## src/rtl/pipe_hazard_ctrl_if.sv

```systemverilog
// -----------------------------------------------------------------------------
// pipe_hazard_ctrl_if
//
// Bundle between the ID stage / pipeline front end and the hazard controller.
//
// Signals (direction given from the controller's point of view):
//   start, halt_req          in   run/halt requests
//   id_valid                 in   ID holds a real instruction
//   id_rs1, id_rs2           in   ID source register addresses
//   id_use_rs1, id_use_rs2   in   the instruction reads the corresponding source
//   id_wreg_en, id_wreg      in   destination register write enable / address
//   pc_en                    out  PC may advance
//   ifid_en                  out  IF/ID register may load
//   idex_bubble              out  ID/EX loads a NOP
//   stall                    out  hazard stall active this cycle
//   state                    out  0 IDLE, 1 RUN, 2 DRAIN, 3 HALTED
//   halted                   out  state is HALTED
//   stall_cnt                out  saturating count of hazard-stall cycles
//
// Modports: master = pipeline side driving requests and ID fields,
//           slave  = the hazard controller.
// -----------------------------------------------------------------------------
interface pipe_hazard_ctrl_if #(
    parameter int unsigned REG_AW = 3
);
    logic              start;
    logic              halt_req;
    logic              id_valid;
    logic [REG_AW-1:0] id_rs1;
    logic [REG_AW-1:0] id_rs2;
    logic              id_use_rs1;
    logic              id_use_rs2;
    logic              id_wreg_en;
    logic [REG_AW-1:0] id_wreg;

    logic              pc_en;
    logic              ifid_en;
    logic              idex_bubble;
    logic              stall;
    logic [1:0]        state;
    logic              halted;
    logic [15:0]       stall_cnt;

    modport master (
        output start, halt_req, id_valid, id_rs1, id_rs2, id_use_rs1, id_use_rs2,
               id_wreg_en, id_wreg,
        input  pc_en, ifid_en, idex_bubble, stall, state, halted, stall_cnt
    );

    modport slave (
        input  start, halt_req, id_valid, id_rs1, id_rs2, id_use_rs1, id_use_rs2,
               id_wreg_en, id_wreg,
        output pc_en, ifid_en, idex_bubble, stall, state, halted, stall_cnt
    );
endinterface

```

## src/rtl/pipe_hazard_ctrl.sv

```systemverilog
// -----------------------------------------------------------------------------
// pipe_hazard_ctrl
//
// Pipeline sequencing and RAW-hazard controller for a 5-stage core. A shadow
// scoreboard mirrors the destination registers of the instructions in EX, M
// and WB; an ID instruction whose used sources match a pending write is held
// in IF/ID while bubbles are injected into ID/EX. A run/halt FSM starts the
// pipeline and drains it (DEPTH cycles of bubbles) before halting.
//
// Ports:
//   clk   in   rising-edge clock
//   rst   in   synchronous active-high reset
//   bus   slave modport of pipe_hazard_ctrl_if (requests, ID fields, controls)
//
// Parameters:
//   REG_AW     register address width; must match the interface's REG_AW
//   DEPTH      write-pending stages after ID (sb[0]=EX ... sb[DEPTH-1]=WB)
//   WB_BYPASS  1: write-through register file, WB entry excluded from compare
// -----------------------------------------------------------------------------
module pipe_hazard_ctrl #(
    parameter int unsigned REG_AW    = 3,
    parameter int unsigned DEPTH     = 3,
    parameter bit          WB_BYPASS = 1'b0
) (
    input  logic                 clk,
    input  logic                 rst,
    pipe_hazard_ctrl_if.slave    bus
);

    // Number of scoreboard entries that take part in the hazard compare.
    localparam int unsigned CmpDepth = WB_BYPASS ? DEPTH - 1 : DEPTH;
    // Drain counter only has to hold DEPTH-1.
    localparam int unsigned CntW     = (DEPTH > 1) ? $clog2(DEPTH) : 1;

    typedef enum logic [1:0] {
        StIdle   = 2'd0,
        StRun    = 2'd1,
        StDrain  = 2'd2,
        StHalted = 2'd3
    } state_e;

    state_e            state_q;
    logic              halted_q;
    logic [CntW-1:0]   drain_cnt_q;
    logic [15:0]       stall_cnt_q;

    // Scoreboard: one {wen, waddr} entry per write-pending stage.
    logic [DEPTH-1:0]  sb_wen_q;
    logic [REG_AW-1:0] sb_waddr_q [DEPTH];

    logic run;
    logic hit_rs1;
    logic hit_rs2;
    logic hazard;
    logic issue;
    logic stall;
    logic shift_en;

    // -------------------------------------------------------------------------
    // Hazard detection. Register 0 is treated like any other register.
    // -------------------------------------------------------------------------
    always_comb begin
        hit_rs1 = 1'b0;
        hit_rs2 = 1'b0;
        for (int k = 0; k < int'(CmpDepth); k++) begin
            if (sb_wen_q[k] && (sb_waddr_q[k] == bus.id_rs1)) begin
                hit_rs1 = 1'b1;
            end
            if (sb_wen_q[k] && (sb_waddr_q[k] == bus.id_rs2)) begin
                hit_rs2 = 1'b1;
            end
        end
    end

    assign run      = (state_q == StRun);
    assign hazard   = run && bus.id_valid &&
                      ((bus.id_use_rs1 && hit_rs1) || (bus.id_use_rs2 && hit_rs2));
    // halt_req wins over both issue and hazard: the front end freezes and the
    // stalled cycle is not counted.
    assign issue    = run && bus.id_valid && !hazard && !bus.halt_req;
    assign stall    = hazard && !bus.halt_req;
    assign shift_en = (state_q == StRun) || (state_q == StDrain);

    // -------------------------------------------------------------------------
    // Outputs. Front end advances only in RUN with neither hazard nor halt;
    // everything that does not issue becomes a bubble in ID/EX.
    // -------------------------------------------------------------------------
    assign bus.pc_en       = run && !hazard && !bus.halt_req;
    assign bus.ifid_en     = run && !hazard && !bus.halt_req;
    assign bus.idex_bubble = !issue;
    assign bus.stall       = stall;
    assign bus.state       = state_q;
    assign bus.halted      = halted_q;
    assign bus.stall_cnt   = stall_cnt_q;

    // -------------------------------------------------------------------------
    // Run/halt FSM, drain counter, stall counter and scoreboard.
    // -------------------------------------------------------------------------
    always_ff @(posedge clk) begin
        if (rst) begin
            state_q     <= StIdle;
            halted_q    <= 1'b0;
            drain_cnt_q <= '0;
            stall_cnt_q <= '0;
            sb_wen_q    <= '0;
            for (int k = 0; k < int'(DEPTH); k++) begin
                sb_waddr_q[k] <= '0;
            end
        end else begin
            case (state_q)
                StIdle: begin
                    if (bus.start) begin
                        state_q     <= StRun;
                        stall_cnt_q <= '0;
                    end
                end
                StRun: begin
                    if (bus.halt_req) begin
                        state_q     <= StDrain;
                        drain_cnt_q <= CntW'(DEPTH - 1);
                    end
                end
                StDrain: begin
                    // DEPTH drain cycles flush every pending write out of WB.
                    if (drain_cnt_q == '0) begin
                        state_q  <= StHalted;
                        halted_q <= 1'b1;
                    end else begin
                        drain_cnt_q <= drain_cnt_q - 1'b1;
                    end
                end
                StHalted: begin
                    // Resume keeps the frozen IF/ID contents and the stall count.
                    if (bus.start) begin
                        state_q  <= StRun;
                        halted_q <= 1'b0;
                    end
                end
                default: begin
                    state_q  <= StIdle;
                    halted_q <= 1'b0;
                end
            endcase

            // stall only occurs in RUN, so this never collides with the clear
            // on start in IDLE.
            if (stall && (stall_cnt_q != 16'hFFFF)) begin
                stall_cnt_q <= stall_cnt_q + 16'd1;
            end

            if (shift_en) begin
                for (int k = int'(DEPTH) - 1; k > 0; k--) begin
                    sb_wen_q[k]   <= sb_wen_q[k-1];
                    sb_waddr_q[k] <= sb_waddr_q[k-1];
                end
                sb_wen_q[0]   <= issue ? bus.id_wreg_en : 1'b0;
                sb_waddr_q[0] <= issue ? bus.id_wreg : '0;
            end
        end
    end

endmodule

```

## src/flat_wrapper.sv

```systemverilog
// flat-port wrapper written by rule: the top's interface ports become plain ports
module pipe_hazard_ctrl_flat 
#(
    parameter int unsigned REG_AW    = 3,
    parameter int unsigned DEPTH     = 3,
    parameter bit          WB_BYPASS = 1'b0
)
  (clk, rst, bus_start, bus_halt_req, bus_id_valid, bus_id_rs1, bus_id_rs2, bus_id_use_rs1, bus_id_use_rs2, bus_id_wreg_en, bus_id_wreg, bus_pc_en, bus_ifid_en, bus_idex_bubble, bus_stall, bus_state, bus_halted, bus_stall_cnt);
  pipe_hazard_ctrl_if #(.REG_AW(REG_AW)) bus_i ();
  input  logic clk;
  input  logic rst;
  input wire logic [$bits(bus_i.start)-1:0] bus_start;
  input wire logic [$bits(bus_i.halt_req)-1:0] bus_halt_req;
  input wire logic [$bits(bus_i.id_valid)-1:0] bus_id_valid;
  input wire logic [$bits(bus_i.id_rs1)-1:0] bus_id_rs1;
  input wire logic [$bits(bus_i.id_rs2)-1:0] bus_id_rs2;
  input wire logic [$bits(bus_i.id_use_rs1)-1:0] bus_id_use_rs1;
  input wire logic [$bits(bus_i.id_use_rs2)-1:0] bus_id_use_rs2;
  input wire logic [$bits(bus_i.id_wreg_en)-1:0] bus_id_wreg_en;
  input wire logic [$bits(bus_i.id_wreg)-1:0] bus_id_wreg;
  output wire logic [$bits(bus_i.pc_en)-1:0] bus_pc_en;
  output wire logic [$bits(bus_i.ifid_en)-1:0] bus_ifid_en;
  output wire logic [$bits(bus_i.idex_bubble)-1:0] bus_idex_bubble;
  output wire logic [$bits(bus_i.stall)-1:0] bus_stall;
  output wire logic [$bits(bus_i.state)-1:0] bus_state;
  output wire logic [$bits(bus_i.halted)-1:0] bus_halted;
  output wire logic [$bits(bus_i.stall_cnt)-1:0] bus_stall_cnt;
  assign bus_i.start = bus_start;
  assign bus_i.halt_req = bus_halt_req;
  assign bus_i.id_valid = bus_id_valid;
  assign bus_i.id_rs1 = bus_id_rs1;
  assign bus_i.id_rs2 = bus_id_rs2;
  assign bus_i.id_use_rs1 = bus_id_use_rs1;
  assign bus_i.id_use_rs2 = bus_id_use_rs2;
  assign bus_i.id_wreg_en = bus_id_wreg_en;
  assign bus_i.id_wreg = bus_id_wreg;
  assign bus_pc_en = bus_i.pc_en;
  assign bus_ifid_en = bus_i.ifid_en;
  assign bus_idex_bubble = bus_i.idex_bubble;
  assign bus_stall = bus_i.stall;
  assign bus_state = bus_i.state;
  assign bus_halted = bus_i.halted;
  assign bus_stall_cnt = bus_i.stall_cnt;
  pipe_hazard_ctrl #(.REG_AW(REG_AW), .DEPTH(DEPTH), .WB_BYPASS(WB_BYPASS)) u_core (.clk(clk), .rst(rst), .bus(bus_i));
endmodule
```

## config.mk

```make
export PLATFORM = sky130hd
export DESIGN_NAME = pipe_hazard_ctrl_flat
export DESIGN_NICKNAME = d
export VERILOG_FILES = /design/src/rtl/pipe_hazard_ctrl_if.sv /design/src/rtl/pipe_hazard_ctrl.sv /design/src/flat_wrapper.sv
export SDC_FILE = /design/constraint.sdc
export NUM_CORES = 1
export LEC_CHECK = 0
export CAP_MARGIN = 0
export CORE_MARGIN = 2
export CORE_UTILIZATION = 51
export DETAILED_ROUTE_END_ITERATION = 6
export PLACE_DENSITY = 0.78
export SLEW_MARGIN = 25
export SYNTH_ARGS = -nofsm -noshare
export SYNTH_HDL_FRONTEND = slang
export SYNTH_SLANG_ARGS = --single-unit
```

## constraint.sdc

```tcl
create_clock -name clk -period 2.2 [get_ports clk]
set_input_delay 0.33 -clock clk [delete_from_list [all_inputs] [get_ports clk]]
set_output_delay 0.33 -clock clk [all_outputs]
set_load 0.02 [all_outputs]
```

==> flow_summary.toml <==
[global_route]
antenna_found_initial = 0
grt_pass1_vias = 1672
grt_pass1_wl_um = 7620
grt_start_max_net_pins = 19
grt_overflow_total = 0
track_usage_pct = 22.8

[critical_path]
crit_path_start_kind = "flop"
endpoint_kind = "output port"
r2r-end = "u_core.bus.stall_cnt[13]"
worstPathMaxFanout = 3
cp-startpoint = "u_core.sb_waddr_q[0][3]"
r2r-start = "u_core.sb_waddr_q[0][2]"
worstSetupEndpoint = "bus_pc_en"
worstPathArrival_ns = 1.75
rr_worst_depth = 7
rrSetupSlack_ns = 0.14
cp.required_ns = 1.87
critical_path_class = "reg2out"

[cts]
hold_buffers = 0
numClockSinks = 33
cts_tree = "yes"
cts_buffers = 5
htreeDepth = 2
cts_buffer_depth = 2
cts_root_buffer = "clkbuf_8"
clk_latency_ns = 0.29
clkSlewWorstSetupHoldPaths_ns = 0.07

[timing]
fin_skew_ns = 0.00156
maxSlewViolCount = 0
finalHoldViolCount = 0
setup_violations = 0
finalCritPeriodShare_pct = 94.4
worst_pin_slew_ns = 0.544
holdWs_ns = 0.501
max_freq_ghz = 0.482
rsz0062_at_grt = "yes"
relSlewSlack_pct = 63.7
min_period_ns = 2.08

[layout]
layout_common_cells = "29 x clkdlybuf4s50_1, 27 x nand3_1, 24 x dfxtp_1"
drive_gt1_share_pct = 18.2
fillerInstances = 298
nets = 308
utilization_pct = 72.1
layout_commonest_cell = "clkdlybuf4s50_1"
syn2layout_area_growth_pct = 35.9
diodes = 0

[power_and_ir_drop]
total_power_w = 0.00210
irDropWorstVdd_mv = 0.681
p_leak_nw = 0.967
powerDensity_mw_per_mm2 = 789

[die]
die_w_um = 65.9
fp.dieH_um = 65.9
core_mm2 = 0.00369
die-area_mm2 = 0.00435
start_util_pct = 53.1
fp-row-count = 22
ios = 40

[placement]
gp_congestion = 0.805
port_buffers = 39
dp_hpwl_um = 3330

[routing]
routedWlPerCell_um = 13.7
postRouteAntennaNets = 0
drc = 0
first_pass_iters = 4
routed_via_density = 5.60
drt_iter0_drc = 80
num_vias = 1871
routed_wl_um = 4580

[synth]
synth.avg_cell_area_um2 = 8.70
synth_area_mm2 = 0.00196
async_reset_ff_share_pct = 0
synthFlopType = "dfxtp_1"
synth_edf_count = 9
synth_cell_types = 45
yosysSeqAreaShare_pct = 38.4
syn_nets = 248
synthCells = 225
ys_warn_count = 0
ys_ff_latch = 33

[run]
maxCapViolations = 0

[hold_path]
hold_class = "reg2reg"

[outcome]
status = "complete, no violations"
## how the worst min path moves through the flow
stage,startpoint,endpoint,slack (ns),cells after the start
after floorplan,u_core.drain_cnt_q[1],u_core.drain_cnt_q[1],0.48,2
after global placement,u_core.bus.halted,u_core.bus.halted,0.48,2
after detailed placement,u_core.bus.halted,u_core.bus.halted,0.49,2
after CTS,u_core.bus.halted,u_core.bus.halted,0.50,2
after global routing,u_core.bus.halted,u_core.bus.halted,0.51,2
final,u_core.drain_cnt_q[1],u_core.drain_cnt_q[1],0.50,2
## per-layer routing
layer  global-route usage [%]  share of wire, %  up-vias
li1                         -                 -      940
met1                     29.7                45      880
met2                     36.6                49       43
met3                     5.11               4.2        8
met4                     9.18               1.6        0
met5                        0                 0        -
## sequential cells by signal, indices dropped and copies added (netlist names)
name                  flops
u_core.sb_wen_q           3
u_core.bus.halted         1
u_core.drain_cnt_q        2
u_core.bus.stall_cnt     16
u_core.bus.state          2
u_core.sb_waddr_q         9
## stage by stage
stage	TNS (ns)	instance area [um2]	setup WS, ns	std cells
floorplan	0	1960	0.134	225
global placement	-3.66	2530	-0.459	325
detailed placement	-4.32	2530	-0.493	325
CTS	0	2610	0.0343	333
global route	-0.00223	2660	-0.00223	334
finish	0	2660	0.124	334
## cells in the mapped netlist (5+ instances only)
library cell | instances | area (um2)
edfxtp_1 | 9 | 270
nor2_1 | 12 | 45.0
a21oi_1 | 9 | 45.0
a31oi_1 | 8 | 50.1
inv_1 | 10 | 37.5
nand2_1 | 14 | 52.6
nand4_1 | 8 | 50.1
xnor2_1 | 18 | 158
nand3_1 | 28 | 140
and2_1 | 7 | 43.8
dfxtp_1 | 24 | 480
o21ai_0 | 10 | 50.1
nor3_1 | 6 | 30.0
ha_1 | 6 | 75.1
o21a_1 | 5 | 37.5
clkbuf_1 | 5 | 18.8
## cell families after synthesis
| group | count (synthesis) | share of synthesized area [%] |
|---|---|---|
| AOI/OAI and AO/OA | 45 | 15.2 |
| xor gates and xnor gates | 18 | 8.06 |
| adders and majority gates | 6 | 3.84 |
| buffers and inverters | 19 | 4.67 |
| DFF | 33 | 38.4 |
| muxes | 2 | 1.02 |
| and+or+nand+nor | 102 | 28.9 |
## cell type report
class                           instances  area (um2)  area share [%]
Clock inverter                          2        10.0           0.376
Multi-Input combinational cell        173        1170            44.0
Tap cell                               48        60.1            2.26
Clock buffer                            6        72.6            2.73
Sequential cell                        33         751            28.2
Timing Repair Buffer                   62         557            20.9
Inverter                               10        37.5            1.41
## power breakdown
part | switching (W) | internal (W)
sequential | 0.000115 | 0.000765
clock | 0.000232 | 0.000219
combinational | 0.000395 | 0.000373
## repair_timing
item,in CTS,in global routing
resized for setup,22,12
setup buffers,0,1
endpoints found under the hold margin,0,0
pin swaps,0,8
endpoints found under the setup margin,4,8
## critical path, cell delays in order (launching register included)
cell,delay (ns)
edfxtp_1,0.46
xnor2_1,0.17
nand4_1,0.14
nand3_1,0.10
a22oi_2,0.18
inv_1,0.08
a21oi_2,0.16
buf_4,0.16
No activity file was read; power rests on OpenSTA's default activity.
